**src/rtl/nibble_serial_subtractor_if.sv**
```systemverilog
// Operand and result valid/ready port bundle for nibble_serial_subtractor.
interface nibble_serial_subtractor_if #(
  parameter int WIDTH = 16
);
  logic             in_valid;
  logic             in_ready;
  logic [WIDTH-1:0] a;
  logic [WIDTH-1:0] b;
  logic             b_in;
  logic             out_valid;
  logic             out_ready;
  logic [WIDTH-1:0] diff;
  logic             b_out;
  logic             ovf;

  modport master (
    output in_valid, a, b, b_in, out_ready,
    input  in_ready, out_valid, diff, b_out, ovf
  );

  modport slave (
    input  in_valid, a, b, b_in, out_ready,
    output in_ready, out_valid, diff, b_out, ovf
  );
endinterface

```
**src/rtl/nibble_serial_subtractor.sv**
```systemverilog
// Serial subtractor: diff = a - b - b_in, one 4-bit borrow-lookahead slice per clock.
// Define SUB_SIGNED_OVF_EN to build the signed-overflow flag; otherwise ovf is tied to 0.
module nibble_serial_subtractor #(
  parameter int WIDTH = 16
) (
  input logic                      clk,
  input logic                      rst,
  nibble_serial_subtractor_if.slave bus
);

  localparam int NIB = WIDTH / 4;
  localparam int CW  = (NIB > 1) ? $clog2(NIB) : 1;

  typedef enum logic [1:0] {
    IDLE,
    BUSY,
    DONE
  } state_t;

  state_t state, state_n;

  logic [CW-1:0]    cnt;
  logic [WIDTH-1:0] a_q;
  logic [WIDTH-1:0] b_q;
  logic [WIDTH-1:0] res_q;
  logic             bw_q;
  logic [WIDTH-1:0] diff_q;
  logic             b_out_q;

  logic             accept;
  logic             step;
  logic             last;
  logic [3:0]       a_s;
  logic [3:0]       b_s;
  logic [3:0]       g;
  logic [3:0]       p;
  logic [4:0]       bw;
  logic [3:0]       d;
  logic [WIDTH-1:0] res_n;

  assign accept = (state == IDLE) && bus.in_valid;
  assign step   = (state == BUSY);
  assign last   = step && (cnt == CW'(NIB - 1));

  // Operands shift right by a nibble each step, so the active slice is always [3:0].
  assign a_s = a_q[3:0];
  assign b_s = b_q[3:0];

  always_comb begin
    g     = ~a_s & b_s;
    p     = ~(a_s ^ b_s);
    bw    = '0;
    bw[0] = bw_q;
    bw[1] = g[0] | (p[0] & bw[0]);
    bw[2] = g[1] | (p[1] & g[0]) | (p[1] & p[0] & bw[0]);
    bw[3] = g[2] | (p[2] & g[1]) | (p[2] & p[1] & g[0])
          | (p[2] & p[1] & p[0] & bw[0]);
    bw[4] = g[3] | (p[3] & g[2]) | (p[3] & p[2] & g[1])
          | (p[3] & p[2] & p[1] & g[0])
          | (p[3] & p[2] & p[1] & p[0] & bw[0]);
    d     = a_s ^ b_s ^ bw[3:0];
  end

  // New slice enters at the top; after NIB steps slice k sits at bits [4k+3:4k].
  assign res_n = WIDTH'({d, res_q} >> 4);

  always_ff @(posedge clk or posedge rst) begin
    if (rst) begin
      state <= IDLE;
    end else begin
      state <= state_n;
    end
  end

  always_comb begin
    state_n = state;
    case (state)
      IDLE: if (bus.in_valid) state_n = BUSY;
      BUSY: if (last) state_n = DONE;
      DONE: if (bus.out_ready) state_n = IDLE;
      default: state_n = IDLE;
    endcase
  end

  always_ff @(posedge clk or posedge rst) begin
    if (rst) begin
      cnt     <= '0;
      a_q     <= '0;
      b_q     <= '0;
      res_q   <= '0;
      bw_q    <= 1'b0;
      diff_q  <= '0;
      b_out_q <= 1'b0;
    end else if (accept) begin
      cnt   <= '0;
      a_q   <= bus.a;
      b_q   <= bus.b;
      res_q <= '0;
      bw_q  <= bus.b_in;
    end else if (step) begin
      cnt   <= cnt + CW'(1);
      a_q   <= a_q >> 4;
      b_q   <= b_q >> 4;
      res_q <= res_n;
      bw_q  <= bw[4];
      if (last) begin
        diff_q  <= res_n;
        b_out_q <= bw[4];
      end
    end
  end

`ifdef SUB_SIGNED_OVF_EN
  logic a_msb;
  logic b_msb;
  logic ovf_q;

  // Sign bits are kept aside because the operand registers are shifted away.
  always_ff @(posedge clk or posedge rst) begin
    if (rst) begin
      a_msb <= 1'b0;
      b_msb <= 1'b0;
      ovf_q <= 1'b0;
    end else if (accept) begin
      a_msb <= bus.a[WIDTH-1];
      b_msb <= bus.b[WIDTH-1];
    end else if (last) begin
      ovf_q <= (a_msb != b_msb) & (res_n[WIDTH-1] != a_msb);
    end
  end

  assign bus.ovf = ovf_q;
`else
  assign bus.ovf = 1'b0;
`endif

  assign bus.in_ready  = (state == IDLE);
  assign bus.out_valid = (state == DONE);
  assign bus.diff      = diff_q;
  assign bus.b_out     = b_out_q;

endmodule
```
**src/flat_wrapper.sv**
```systemverilog
// flat-port wrapper written by rule: the top's interface ports become plain ports
module nibble_serial_subtractor_flat 
#(
  parameter int WIDTH = 16
)
  (clk, rst, bus_in_valid, bus_a, bus_b, bus_b_in, bus_out_ready, bus_in_ready, bus_out_valid, bus_diff, bus_b_out, bus_ovf);
  nibble_serial_subtractor_if #(.WIDTH(WIDTH)) bus_i ();
  input logic clk;
  input logic rst;
  input wire logic [$bits(bus_i.in_valid)-1:0] bus_in_valid;
  input wire logic [$bits(bus_i.a)-1:0] bus_a;
  input wire logic [$bits(bus_i.b)-1:0] bus_b;
  input wire logic [$bits(bus_i.b_in)-1:0] bus_b_in;
  input wire logic [$bits(bus_i.out_ready)-1:0] bus_out_ready;
  output wire logic [$bits(bus_i.in_ready)-1:0] bus_in_ready;
  output wire logic [$bits(bus_i.out_valid)-1:0] bus_out_valid;
  output wire logic [$bits(bus_i.diff)-1:0] bus_diff;
  output wire logic [$bits(bus_i.b_out)-1:0] bus_b_out;
  output wire logic [$bits(bus_i.ovf)-1:0] bus_ovf;
  assign bus_i.in_valid = bus_in_valid;
  assign bus_i.a = bus_a;
  assign bus_i.b = bus_b;
  assign bus_i.b_in = bus_b_in;
  assign bus_i.out_ready = bus_out_ready;
  assign bus_in_ready = bus_i.in_ready;
  assign bus_out_valid = bus_i.out_valid;
  assign bus_diff = bus_i.diff;
  assign bus_b_out = bus_i.b_out;
  assign bus_ovf = bus_i.ovf;
  nibble_serial_subtractor #(.WIDTH(WIDTH)) u_core (.clk(clk), .rst(rst), .bus(bus_i));
endmodule
```
**config.mk**
```make
export PLATFORM = sky130hd
export DESIGN_NAME = nibble_serial_subtractor_flat
export DESIGN_NICKNAME = d
export VERILOG_FILES = /design/src/rtl/nibble_serial_subtractor_if.sv /design/src/rtl/nibble_serial_subtractor.sv /design/src/flat_wrapper.sv
export SDC_FILE = /design/constraint.sdc
export NUM_CORES = 1
export LEC_CHECK = 0
export CORE_ASPECT_RATIO = 1.5
export CORE_MARGIN = 8
export CORE_UTILIZATION = 60
export CTS_CLUSTER_DIAMETER = 150
export DETAILED_ROUTE_END_ITERATION = 12
export DONT_BUFFER_PORTS = 1
export GPL_TIMING_DRIVEN = 0
export PLACE_DENSITY = 0.81
export SETUP_SLACK_MARGIN = 0.3
export SLEW_MARGIN = 20
export SYNTH_ARGS = -nofsm -noshare
export SYNTH_HDL_FRONTEND = slang
export SYNTH_SLANG_ARGS = --single-unit
```
**constraint.sdc**
```tcl
create_clock -name clk -period 3.05 [get_ports clk]
set_input_delay 0.305 -clock clk [delete_from_list [all_inputs] [get_ports clk]]
set_output_delay 0.305 -clock clk [all_outputs]
set_load 0.005 [all_outputs]
```
==> results.toml <==
[final_layout]
ratio_of_cells_with_drive_above_1_in_the_final_layout_pct = 19.3
num_antenna_cells = 0
design.final.nets = 344
final_core_utilization_pct = 69.0
areaGrowthSynthToFinish_pct = 10.5
count_of_filler_cells_inserted_in_the_layout = 378

[die]
placementRows = 31
design.die.area_sq_um = 7620
die_x_um = 74
design.core.area_sq_um = 4850
io_pins = 57
initial_utilization_pct = 62.5
die_h_um = 103

[global_route]
globalRouteOverflowTotal = 0
globalRouteTotalUtil_pct = 19.1
grt_pass1_wl_mm = 10.8
initial_antenna_violation_count = 0
grt_start_max_net_pins = 52
via_count_of_the_first_global_routing_pass = 2204

[pwr]
vdd_ir_drop_max_uv = 664
power.leakage_nw = 1.63
power-per-cell-area_nw_per_um2 = 1140

[clock_network]
cts_inserted_buffers = 9
tritoncts_num_sinks = 66
h-tree-depth = 3
cts_tree = "done"
post-cts-setup-buffer-count = 0
cts_root_buf = "clkbuf_8"
worst_skew_pair.late_latency_ns = 0.34
cts_hold_repair.buffers = 1
clk_path_buf_depth = 2
number_of_gates_resized_after_cts = 0
cts.reportedPaths.clkPinSlew_ns = 0.08

[synth]
post_synth_most_frequent_cells = "nand2_1 (92), dfrtp_1 (66), a22oi_1 (24), buf_6 (12), o21ai_0 (12)"
muxShareOfSynthArea_pct = 4.71
synthesis.nets = 331
mappedNetlistArea_sq_um = 3030
ys.warnings.count = 0
synthMostInstantiatedCell = "nand2_1"
synth_top_family_by_area = "simple AND/OR/NAND/NOR gates"
synth.yosys.seq_area_share_pct = 54.5
synth_xor_area_share_pct = 0.289
synth_top_cell_by_area = "dfrtp_1"
number_of_standard_cells_after_synthesis = 287
synth_compound_gate_area_share_pct = 14.6
synthDominantCellAreaShare_pct = 54.5
syn_avg_cell_area_sq_um = 10.6
synth_enable_flop_cells = 0
post_synth_fa_ha_maj_area_fraction_pct = 3.14
ys_ff_latch = 66
yosys.cell_types.count = 39
synthSimpleGateAreaFrac_pct = 15.4
ys_top_cells_by_area = "dfrtp_1 (55%), nand2_1 (11%), a22oi_1 (6.0%)"
synth-async-reset-ratio_pct = 100
postSynth.topFlopCell = "dfrtp_1"

[critical_path]
critPathRequiredTime_ns = 3.32
critical_path.cell_chain = "ha_1 > a211o_1 > a311o_1 > a31oi_1"
worst-path-max-fanout = 4
critical-path-slowest-cell = "dfrtp_1"
start_kind = "flop"
crit_buf_inv = 0
cp-end-kind = "flop"
timing.critical_path.arrival_ns = 1.97
slowest_delay_ns = 0.44
critical_path.top_delay_family = "compound AO/OA/AOI/OAI gates"
timing.setup.critical_path_class = "flop to flop"

[routing]
route.detailed.vias_per_inst = 5.69
drt-initial-drc-count = 175
route.top_layer_used = "met4"
wl_met1_mm = 2.56
drt_wl_total_mm = 6.53
ant_nets = 0
route.met3.wl_um = 431
detailroute.via_count = 2111
met2_routed_wl_mm = 3.42
firstDrtPassIters = 4
post_drt_wl_per_cell_um = 17.6
number_of_remaining_drc_errors = 0

[job]
cap_violations = 0

[timing]
finalSetupViolations = 0
setup_total_negative_slack_ns = 0
final_worst_path_period_need_ns = 1.70
hold_viol_final = 0
layout_setup_ws_ns = 1.35
rsz_0062_raised_after_global_routing = "no"
achievable-frequency_mhz = 589
worst_slew_margin_rel_pct = 64.1
post-route-period-util_pct = 55.6
drv_slew = 0
worst_pin_slew_ns = 0.538
clock-skew-final_ns = 0.00963

[placed_design]
gpl.final_weighted_congestion = 0.828
hpwl_after_dpl_mm = 4.68
preCtsSetupSlack_ns = 1.35
buffer_ports.inserted = 0

[status]
outcome = "complete, no violations"

[min_path]
hold_path.class = "input pin to flop"
-- where the power goes --
group          switching, mW  internal (mW)  leakage (nW)
Combinational          0.870          0.718         0.694
Clock                  0.341          0.379        0.0925
Sequential             0.255           1.25         0.846
-- cell type report --
cell class,count,area [sq um],share of cell area [%]
Sequential cell,66,1650,49.4
Multi-Input combinational cell,193,1160,34.6
Buffer,22,195,5.83
Clock buffer,10,128,3.81
Tap cell,66,82.6,2.47
Clock inverter,6,67.6,2.02
Timing Repair Buffer,2,37.5,1.12
Inverter,6,25.0,0.748
-- placed cells by master, fill, tap and decap left out, types with 2 or more instances in the layout --
cell,instances
a211o_1,3
a22oi_1,24
a2bb2oi_1,2
buf_2,6
buf_4,4
buf_6,12
clkbuf_8,9
clkinv_4,2
clkinvlp_4,2
dfrtp_1,66
ha_1,6
inv_1,5
mux2_2,10
mux2_4,2
nand2_1,92
nand2b_1,2
nand3_1,2
nand4_1,2
nor2_1,3
o211ai_1,3
o21ai_0,12
o21ai_1,9
o22ai_1,2
-- state kept, by name (all words and copies together), names as in the netlist --
| register | count |
|---|---|
| u_core.state | 2 |
| u_core.a_q | 16 |
| u_core.bus.diff | 16 |
| u_core.bw_q | 1 |
| u_core.cnt | 2 |
| u_core.b_q | 16 |
| u_core.res_q | 12 |
| u_core.bus.b_out | 1 |
-- cell families after synthesis --
family / Yosys count
adders and majority gates: 7
xor gates and xnor gates: 1
buffers and inverters: 28
muxes: 12
DFF: 66
AOI/OAI and AO/OA: 64
and+or+nand+nor: 108
other: 1
-- per-stage QoR --
stage                     power [mW]  hold WS (ns)  std cells  area, sq um
after global routing            4.12        0.0558        371         3350
final                           3.82        0.0709        371         3350
after floorplan                 2.72         0.413        287         3030
after global placement          3.04         0.418        353         3110
after CTS                       3.85        0.0616        371         3350
after detailed placement        3.13         0.123        354         3140
-- routing by layer --
| layer | vias to the layer above | global-route usage, % |
|---|---|---|
| met1 | 1041 | 20.7 |
| met3 | 10 | 5.94 |
| met2 | 57 | 32.3 |
| met4 | 0 | 9.74 |
| li1 | 1003 | - |
| met5 | - | 0 |
-- final timing paths --
check | startpoint | to | slack [ns] | cells past startpoint
setup / recovery | u_core.b_q[0]$_DFFE_PP0P_ | u_core.bus.diff[15]$_DFFE_PP0P_ | 1.35 | 4
hold reg to reg | u_core.b_q[4]$_DFFE_PP0P_ | u_core.b_q[4]$_DFFE_PP0P_ | 0.48 | 2
max in group asynchronous | rst | u_core.a_q[1]$_DFFE_PP0P_ | 2.15 | 3
hold / removal | bus_out_ready | u_core.state[1]$_DFFE_PP0P_ | 0.07 | 1
min in group asynchronous | rst | u_core.bus.diff[2]$_DFFE_PP0P_ | 0.37 | 2
setup reg to reg | u_core.b_q[0]$_DFFE_PP0P_ | u_core.bus.diff[15]$_DFFE_PP0P_ | 1.35 | 4
Note: power is estimated with default switching activity, not from simulation.
